$ cat src/rtl/evm_ballot_ctrl.sv
// Ballot session controller for the voting machine: poll phase sequencing,
// one-vote-per-arming arbitration of candidate buttons and post-close result scan.
module evm_ballot_ctrl #(
  parameter int LOCKOUT_CYCLES = 8,
  parameter int RESULT_DWELL   = 16,
  parameter int CNT_W          = 4
) (
  input  logic             clk,
  input  logic             reset,
  input  logic             poll_open,
  input  logic             poll_close,
  input  logic             ballot_arm,
  input  logic [3:0]       vote_btn,
  output logic [3:0]       vote_pulse,
  output logic             ballot_ready,
  output logic             reject,
  output logic [CNT_W-1:0] total_votes,
  output logic             full,
  output logic [1:0]       result_sel,
  output logic             result_valid,
  output logic [2:0]       state
);

  typedef enum logic [2:0] {
    ST_IDLE    = 3'd0,
    ST_OPEN    = 3'd1,
    ST_ARMED   = 3'd2,
    ST_LOCKOUT = 3'd3,
    ST_CLOSED  = 3'd4
  } state_t;

  localparam logic [CNT_W-1:0] TOTAL_MAX  = '1;
  localparam logic [7:0]       LOCK_LOAD  = 8'(LOCKOUT_CYCLES - 1);
  localparam logic [7:0]       DWELL_LAST = 8'(RESULT_DWELL - 1);

  state_t           state_q, state_d;
  logic             arm_q;
  logic [3:0]       btn_q;
  logic [7:0]       lock_cnt_q, lock_cnt_d;
  logic [7:0]       dwell_q, dwell_d;
  logic             close_latch_q, close_latch_d;
  logic [CNT_W-1:0] total_q, total_d;
  logic             full_q, full_d;
  logic [3:0]       pulse_q, pulse_d;
  logic             ready_q, ready_d;
  logic             reject_q, reject_d;
  logic [1:0]       sel_q, sel_d;
  logic             valid_q, valid_d;

  logic             arm_rise;
  logic [3:0]       btn_rise;
  logic             btn_single;
  logic             btn_multi;

  // Edge registers run in every state, so a button held across arming never registers a rise.
  assign arm_rise   = ballot_arm & ~arm_q;
  assign btn_rise   = vote_btn & ~btn_q;
  assign btn_single = (btn_rise != 4'd0) && ((btn_rise & (btn_rise - 4'd1)) == 4'd0);
  assign btn_multi  = (btn_rise != 4'd0) && !btn_single;

  always_comb begin
    state_d       = state_q;
    lock_cnt_d    = lock_cnt_q;
    dwell_d       = dwell_q;
    close_latch_d = close_latch_q;
    total_d       = total_q;
    sel_d         = sel_q;
    pulse_d       = 4'd0;
    reject_d      = 1'b0;

    case (state_q)
      ST_IDLE: begin
        if (poll_open) state_d = ST_OPEN;
      end
      ST_OPEN: begin
        if (poll_close) begin
          state_d = ST_CLOSED;
          sel_d   = 2'd0;
          dwell_d = 8'd0;
        end else if (arm_rise && !full_q) begin
          state_d = ST_ARMED;
        end
      end
      ST_ARMED: begin
        // Close cancels the open ballot outright, even against a simultaneous press.
        if (poll_close) begin
          state_d = ST_CLOSED;
          sel_d   = 2'd0;
          dwell_d = 8'd0;
        end else if (btn_single) begin
          pulse_d       = btn_rise;
          total_d       = (total_q == TOTAL_MAX) ? total_q : total_q + 1'b1;
          lock_cnt_d    = LOCK_LOAD;
          close_latch_d = 1'b0;
          state_d       = ST_LOCKOUT;
        end else if (btn_multi) begin
          reject_d = 1'b1;
        end
      end
      ST_LOCKOUT: begin
        if (lock_cnt_q == 8'd0) begin
          close_latch_d = 1'b0;
          if (close_latch_q || poll_close) begin
            state_d = ST_CLOSED;
            sel_d   = 2'd0;
            dwell_d = 8'd0;
          end else begin
            state_d = ST_OPEN;
          end
        end else begin
          lock_cnt_d    = lock_cnt_q - 8'd1;
          close_latch_d = close_latch_q | poll_close;
        end
      end
      ST_CLOSED: begin
        if (dwell_q == DWELL_LAST) begin
          dwell_d = 8'd0;
          sel_d   = sel_q + 2'd1;
        end else begin
          dwell_d = dwell_q + 8'd1;
        end
      end
      default: begin
        state_d = ST_IDLE;
      end
    endcase

    ready_d = (state_d == ST_ARMED);
    valid_d = (state_d == ST_CLOSED);
    full_d  = (total_d == TOTAL_MAX);
  end

  always_ff @(posedge clk or posedge reset) begin
    if (reset) begin
      state_q       <= ST_IDLE;
      arm_q         <= 1'b0;
      btn_q         <= 4'd0;
      lock_cnt_q    <= 8'd0;
      dwell_q       <= 8'd0;
      close_latch_q <= 1'b0;
      total_q       <= '0;
      full_q        <= 1'b0;
      pulse_q       <= 4'd0;
      ready_q       <= 1'b0;
      reject_q      <= 1'b0;
      sel_q         <= 2'd0;
      valid_q       <= 1'b0;
    end else begin
      state_q       <= state_d;
      arm_q         <= ballot_arm;
      btn_q         <= vote_btn;
      lock_cnt_q    <= lock_cnt_d;
      dwell_q       <= dwell_d;
      close_latch_q <= close_latch_d;
      total_q       <= total_d;
      full_q        <= full_d;
      pulse_q       <= pulse_d;
      ready_q       <= ready_d;
      reject_q      <= reject_d;
      sel_q         <= sel_d;
      valid_q       <= valid_d;
    end
  end

  assign vote_pulse   = pulse_q;
  assign ballot_ready = ready_q;
  assign reject       = reject_q;
  assign total_votes  = total_q;
  assign full         = full_q;
  assign result_sel   = sel_q;
  assign result_valid = valid_q;
  assign state        = state_q;

endmodule

$ cat config.mk
export PLATFORM = sky130hd
export DESIGN_NAME = evm_ballot_ctrl
export DESIGN_NICKNAME = d
export VERILOG_FILES = /design/src/rtl/evm_ballot_ctrl.sv
export SDC_FILE = /design/constraint.sdc
export NUM_CORES = 1
export LEC_CHECK = 0
export BUFFER_PORTS_ARGS = -buffer_cell sky130_fd_sc_hd__buf_2
export CAP_MARGIN = 20
export CORE_UTILIZATION = 40
export DETAILED_ROUTE_END_ITERATION = 10
export PLACE_DENSITY_LB_ADDON = 0.08
export SLEW_MARGIN = 20
export SYNTH_ARGS = -nofsm -noshare
export SYNTH_HDL_FRONTEND = slang
export SYNTH_SLANG_ARGS = --single-unit
$ cat constraint.sdc
create_clock -name clk -period 2.26 [get_ports clk]
set_clock_uncertainty 0.1 [all_clocks]
set_input_delay 0.113 -clock clk [delete_from_list [all_inputs] [get_ports clk]]
set_output_delay 0.113 -clock clk [all_outputs]
set_load 0.05 [all_outputs]
==> impl_results.html <==
<table>
<tr><th>Metric</th><th>Value</th></tr>
<tr><th colspan="2">GRT</th></tr>
<tr><td>Largest net degree at the start of global routing</td><td>40</td></tr>
<tr><td>First-pass GRT wire length</td><td>7.010 mm</td></tr>
<tr><td>Overflow left after global routing</td><td>0</td></tr>
<tr><td>Grt met3 use</td><td>3.889%</td></tr>
<tr><td>Vias in the first global route</td><td>1593</td></tr>
<tr><td>GR Layer Usage met1</td><td>20.11%</td></tr>
<tr><td>Global routing's busiest layer</td><td>met2</td></tr>
<tr><td>M2 GR Usage</td><td>about a third</td></tr>
<tr><td>Antenna violations before repair</td><td>0</td></tr>
<tr><td>Global-route total usage across every layer</td><td>17.51%</td></tr>
<tr><th colspan="2">Timing</th></tr>
<tr><td>Setup repair after global routing missed its margin</td><td>false</td></tr>
<tr><td>Number of hold-slack violations in the final timing report</td><td>0</td></tr>
<tr><td>Post-Route Setup TNS</td><td>0 ns</td></tr>
<tr><td>Transition time at the pin with the least slew margin</td><td>0.4926 ns</td></tr>
<tr><td>Slew HR</td><td>66.96%</td></tr>
<tr><td>Maximum operating frequency</td><td>504.7 MHz</td></tr>
<tr><td>Final cycle utilization of the critical path</td><td>between 80% and 90%</td></tr>
<tr><td>Crit path setup slack, layout</td><td>0.2787 ns</td></tr>
<tr><td>Hold WS</td><td>approximately 0.11 ns</td></tr>
<tr><td>Post-route minimum period</td><td>1.981 ns</td></tr>
<tr><td>Final count of negative-setup-slack endpoints</td><td>0</td></tr>
<tr><td>Final slew viol count</td><td>0</td></tr>
<tr><th colspan="2">Drt</th></tr>
<tr><td>Pre-Repair DR Iteration Count</td><td>4</td></tr>
<tr><td>Drt wl/cell</td><td>13.61 µm</td></tr>
<tr><td>Count of vias placed by the detailed router</td><td>roughly 1600</td></tr>
<tr><td>DRC violations left</td><td>0</td></tr>
<tr><td>Via density per instance</td><td>5.213</td></tr>
<tr><td>Wirelength, routed</td><td>4.082 mm</td></tr>
<tr><td>Final antenna-violating net count</td><td>0</td></tr>
<tr><td>Starting DRT DRC Count</td><td>62</td></tr>
<tr><th colspan="2">Setup path</th></tr>
<tr><td>Buffers plus inverters on the worst setup path</td><td>1</td></tr>
<tr><td>Critical Path End Type</td><td>register</td></tr>
<tr><td>Critical setup path kind</td><td>reg -&gt; reg</td></tr>
<tr><td>Worst endpoint data arrival time</td><td>2.06 ns</td></tr>
<tr><td>Startpoint type of the worst setup path</td><td>register</td></tr>
<tr><td>Worst stage delay on the critical path</td><td>0.43 ns</td></tr>
<tr><td>Max Fanout on Critical Path</td><td>6</td></tr>
<tr><td>Slowest cell on the critical path</td><td>sky130_fd_sc_hd__or4_1</td></tr>
<tr><td>Family of cells with the greatest summed delay on the critical path</td><td>simple AND/OR/NAND/NOR gates</td></tr>
<tr><td>CP Data Required Time</td><td>2.34 ns</td></tr>
<tr><td>Cell Chain, Critical Path</td><td>inv_1, ha_1, nor3b_2, a211o_1, or4_1, xor2_1, nor2_1</td></tr>
<tr><th colspan="2">Outcome</th></tr>
<tr><td>Outcome</td><td>finished, final reports clean</td></tr>
<tr><th colspan="2">Placement</th></tr>
<tr><td>Placement Setup Slack</td><td>0.1579 ns</td></tr>
<tr><td>Port buffer count</td><td>25</td></tr>
<tr><td>Dpl cell area</td><td>around 2200 µm²</td></tr>
<tr><td>Final Wtd Congestion</td><td>0.7989</td></tr>
<tr><td>Detailed-placement wirelength estimate</td><td>3.042 mm</td></tr>
<tr><th colspan="2">Synthesis</th></tr>
<tr><td>Netlist area before placement</td><td>1958 µm²</td></tr>
<tr><td>Async set-or-reset flop fraction in the synthesized netlist</td><td>100.0%</td></tr>
<tr><td>Number of enable-type register cells in the synthesized netlist</td><td>0</td></tr>
<tr><td>Synthesized flop and latch total</td><td>39</td></tr>
<tr><td>Most used flip-flop cell after synthesis</td><td>sky130_fd_sc_hd__dfrtp_1</td></tr>
<tr><td>Mean post-synth cell area</td><td>10.25 µm²</td></tr>
<tr><td>Gate Count Post-Synth</td><td>between 150 and 200</td></tr>
<tr><td>Net count after synthesis</td><td>203</td></tr>
<tr><td>Sequential-to-total area share from yosys stat</td><td>49.84%</td></tr>
<tr><td>Synth Warn #</td><td>0</td></tr>
<tr><td>Count of unique library cells instantiated by Yosys</td><td>50</td></tr>
<tr><th colspan="2">Final layout</th></tr>
<tr><td>Number of antenna cells inserted</td><td>0</td></tr>
<tr><td>Multi-input gate area in the final layout</td><td>937.1 µm²</td></tr>
<tr><td>Filler cell count</td><td>461</td></tr>
<tr><td>Storage cell area</td><td>between 900 and 1000 µm²</td></tr>
<tr><td>Fraction of layout cells with a size suffix above 1</td><td>22.32%</td></tr>
<tr><td>Area delta synth-&gt;final</td><td>20.89%</td></tr>
<tr><td>Non-Filler Cell Area, Final</td><td>2367 µm²</td></tr>
<tr><td>Number of nets at the end of the flow</td><td>approximately 240</td></tr>
<tr><th colspan="2">Clock network</th></tr>
<tr><td>Clk sink count</td><td>39</td></tr>
<tr><td>Setup Fix Bufs, Post-CTS</td><td>0</td></tr>
<tr><td>Clock Pin Slew Worst Setup and Hold Paths</td><td>roughly 0.08 ns</td></tr>
<tr><td>TritonCTS clock tree</td><td>built</td></tr>
<tr><td>CTS Buffer Depth</td><td>2</td></tr>
<tr><td>Root buffer cell</td><td>sky130_fd_sc_hd__clkbuf_8</td></tr>
<tr><td>Number of buffers added by the clock tree synthesis step</td><td>5</td></tr>
<tr><td>Htree depth</td><td>2</td></tr>
<tr><td>Clk_lat worst skew</td><td>0.29 ns</td></tr>
<tr><th colspan="2">Floorplan</th></tr>
<tr><td>Initial core utilization</td><td>41.46%</td></tr>
<tr><td>Die Footprint</td><td>5179 µm²</td></tr>
<tr><td>Top-level port count</td><td>26</td></tr>
<tr><td>Floorplan die width</td><td>71.97 µm</td></tr>
<tr><td>Std-Cell Core Area</td><td>4723 µm²</td></tr>
<tr><td>FP Rows</td><td>25</td></tr>
<tr><td>Height of the die</td><td>approximately 72 µm</td></tr>
<tr><th colspan="2">Power and ir drop</th></tr>
<tr><td>Power density over the cells</td><td>1089 nW/µm²</td></tr>
<tr><td>Leakage Power</td><td>around 1.1 nW</td></tr>
<tr><td>Maximum vdd ir drop</td><td>~0.0005 V</td></tr>
<tr><th colspan="2">Hold path</th></tr>
<tr><td>Hold Path Class</td><td>in -&gt; reg</td></tr>
<tr><th colspan="2">Job</th></tr>
<tr><td>Max-cap check violation count</td><td>0</td></tr>
</table>
-- final timing paths --
check,from,end,slack (ns),cells past startpoint
worst max-delay path,lock_cnt_q[1],lock_cnt_q[6],0.28,7
worst min-delay path,poll_close,close_latch_q,0.11,3
worst max register to register,lock_cnt_q[1],lock_cnt_q[6],0.28,7
worst min register to register,dwell_q[7],dwell_q[7],0.39,1
max in group asynchronous,reset,btn_q[2],1.34,4
min in group asynchronous,reset,vote_pulse[1],0.37,4
-- kinds of logic (layout without fill, tap and decap cells) --
| family | count (synthesis) | in the layout | share of synthesized area [%] |
|---|---|---|---|
| fa+ha+maj | 3 | 3 | 1.917 |
| xor+xnor | 8 | 8 | 3.578 |
| mux | 5 | 5 | 2.620 |
| simple gates | 92 | 92 | 27.03 |
| buf+inv | 9 | 51 | 2.556 |
| compound gates | 35 | 35 | 12.46 |
| flops | 39 | 39 | 49.84 |
-- synthesized netlist by cell type, types with 2 or more instances --
cell / count / share of area, %
sky130_fd_sc_hd__and2_1: 2 / 0.64
sky130_fd_sc_hd__nand2b_4: 2 / 1.4
sky130_fd_sc_hd__inv_1: 6 / 1.2
sky130_fd_sc_hd__or4_1: 3 / 1.2
sky130_fd_sc_hd__and3_1: 2 / 0.64
sky130_fd_sc_hd__xor2_1: 4 / 1.8
sky130_fd_sc_hd__dfrtp_1: 39 / 50
sky130_fd_sc_hd__nand3_1: 8 / 2.0
sky130_fd_sc_hd__ha_1: 3 / 1.9
sky130_fd_sc_hd__a221oi_1: 2 / 0.89
sky130_fd_sc_hd__xnor2_1: 4 / 1.8
sky130_fd_sc_hd__o21a_1: 2 / 0.77
sky130_fd_sc_hd__nand4_1: 6 / 1.9
sky130_fd_sc_hd__buf_6: 2 / 1.2
sky130_fd_sc_hd__mux2i_1: 4 / 2.0
sky130_fd_sc_hd__nand2b_1: 5 / 1.6
sky130_fd_sc_hd__nand2_1: 17 / 3.3
sky130_fd_sc_hd__nor2_1: 26 / 5.0
sky130_fd_sc_hd__o21ai_0: 3 / 0.77
sky130_fd_sc_hd__nor3_1: 4 / 1.0
sky130_fd_sc_hd__o21ai_1: 2 / 0.51
sky130_fd_sc_hd__nor2b_1: 3 / 0.96
sky130_fd_sc_hd__a21oi_1: 6 / 1.5
sky130_fd_sc_hd__a31oi_1: 9 / 2.9
sky130_fd_sc_hd__and4_1: 2 / 0.89
-- metal layers --
layer	part of all wire (%)	vias to the layer above
li1	-	774
met1	43	764
met2	52	21
met3	3.4	5
met4	1.4	0
met5	0	-
-- worst reg2reg max path: stages (launching register included) --
cell	delay [ns]
sky130_fd_sc_hd__dfrtp_1	0.37
sky130_fd_sc_hd__inv_1	0.06
sky130_fd_sc_hd__ha_1	0.20
sky130_fd_sc_hd__nor3b_2	0.19
sky130_fd_sc_hd__a211o_1	0.33
sky130_fd_sc_hd__or4_1	0.43
sky130_fd_sc_hd__xor2_1	0.15
sky130_fd_sc_hd__nor2_1	0.05
-- power by group --
part	total [mW]	internal (mW)	switching (mW)	leakage (nW)
clock network	0.595	0.357	0.237	0.0612
registers	1.11	0.873	0.237	0.487
logic	0.874	0.343	0.531	0.523
total	2.58	1.57	1.01	1.07
-- final cells by class --
cell class / count / share of cell area (%)
clock buffer: 6 / 3.488
clock inverter: 2 / 1.480
tap: 67 / 3.541
multi-input combinational: 143 / 39.59
sequential: 39 / 41.23
timing repair buffer: 37 / 9.725
inverter: 6 / 0.9514
-- placed cells by master (no fill, tap or decap), drive strengths merged, types with 4 or more instances in the layout --
cell and count:
nand2 17, nand3 9, nand2b 8, nor3 4, dfrtp 39, inv 6
a31oi 9, mux2i 4, buf 31, o21ai 6, clkbuf 6, xnor2 4
a21oi 6, nand4 6, nor2 26, dlygate4sd3 6, xor2 4
-- metrics by stage --
| stage | util, % | std cells | total power, mW |
|---|---|---|---|
| finish | 50.12 | 300 | 2.579 |
| detailed placement | 46.25 | 286 | 1.996 |
| global placement | 46.25 | 286 | 1.966 |
| CTS | 50.01 | 300 | 2.608 |
| global route | 50.12 | 300 | 2.745 |
| floorplan | - | 191 | 1.769 |
-- registers in the layout (all words and copies together), names as in the netlist, 2 cells and up --
signal	flops
vote_pulse	4
total_votes	4
lock_cnt_q	8
btn_q	4
dwell_q	8
state	3
result_sel	2
-- repair_timing --
action                                  4_1_cts  5_1_grt
hold buffers                                  6        0
endpoints found under the hold margin        44        0
resized for setup                             0        1
endpoints found under the setup margin        0        1
(Power assumes the default switching activity.)
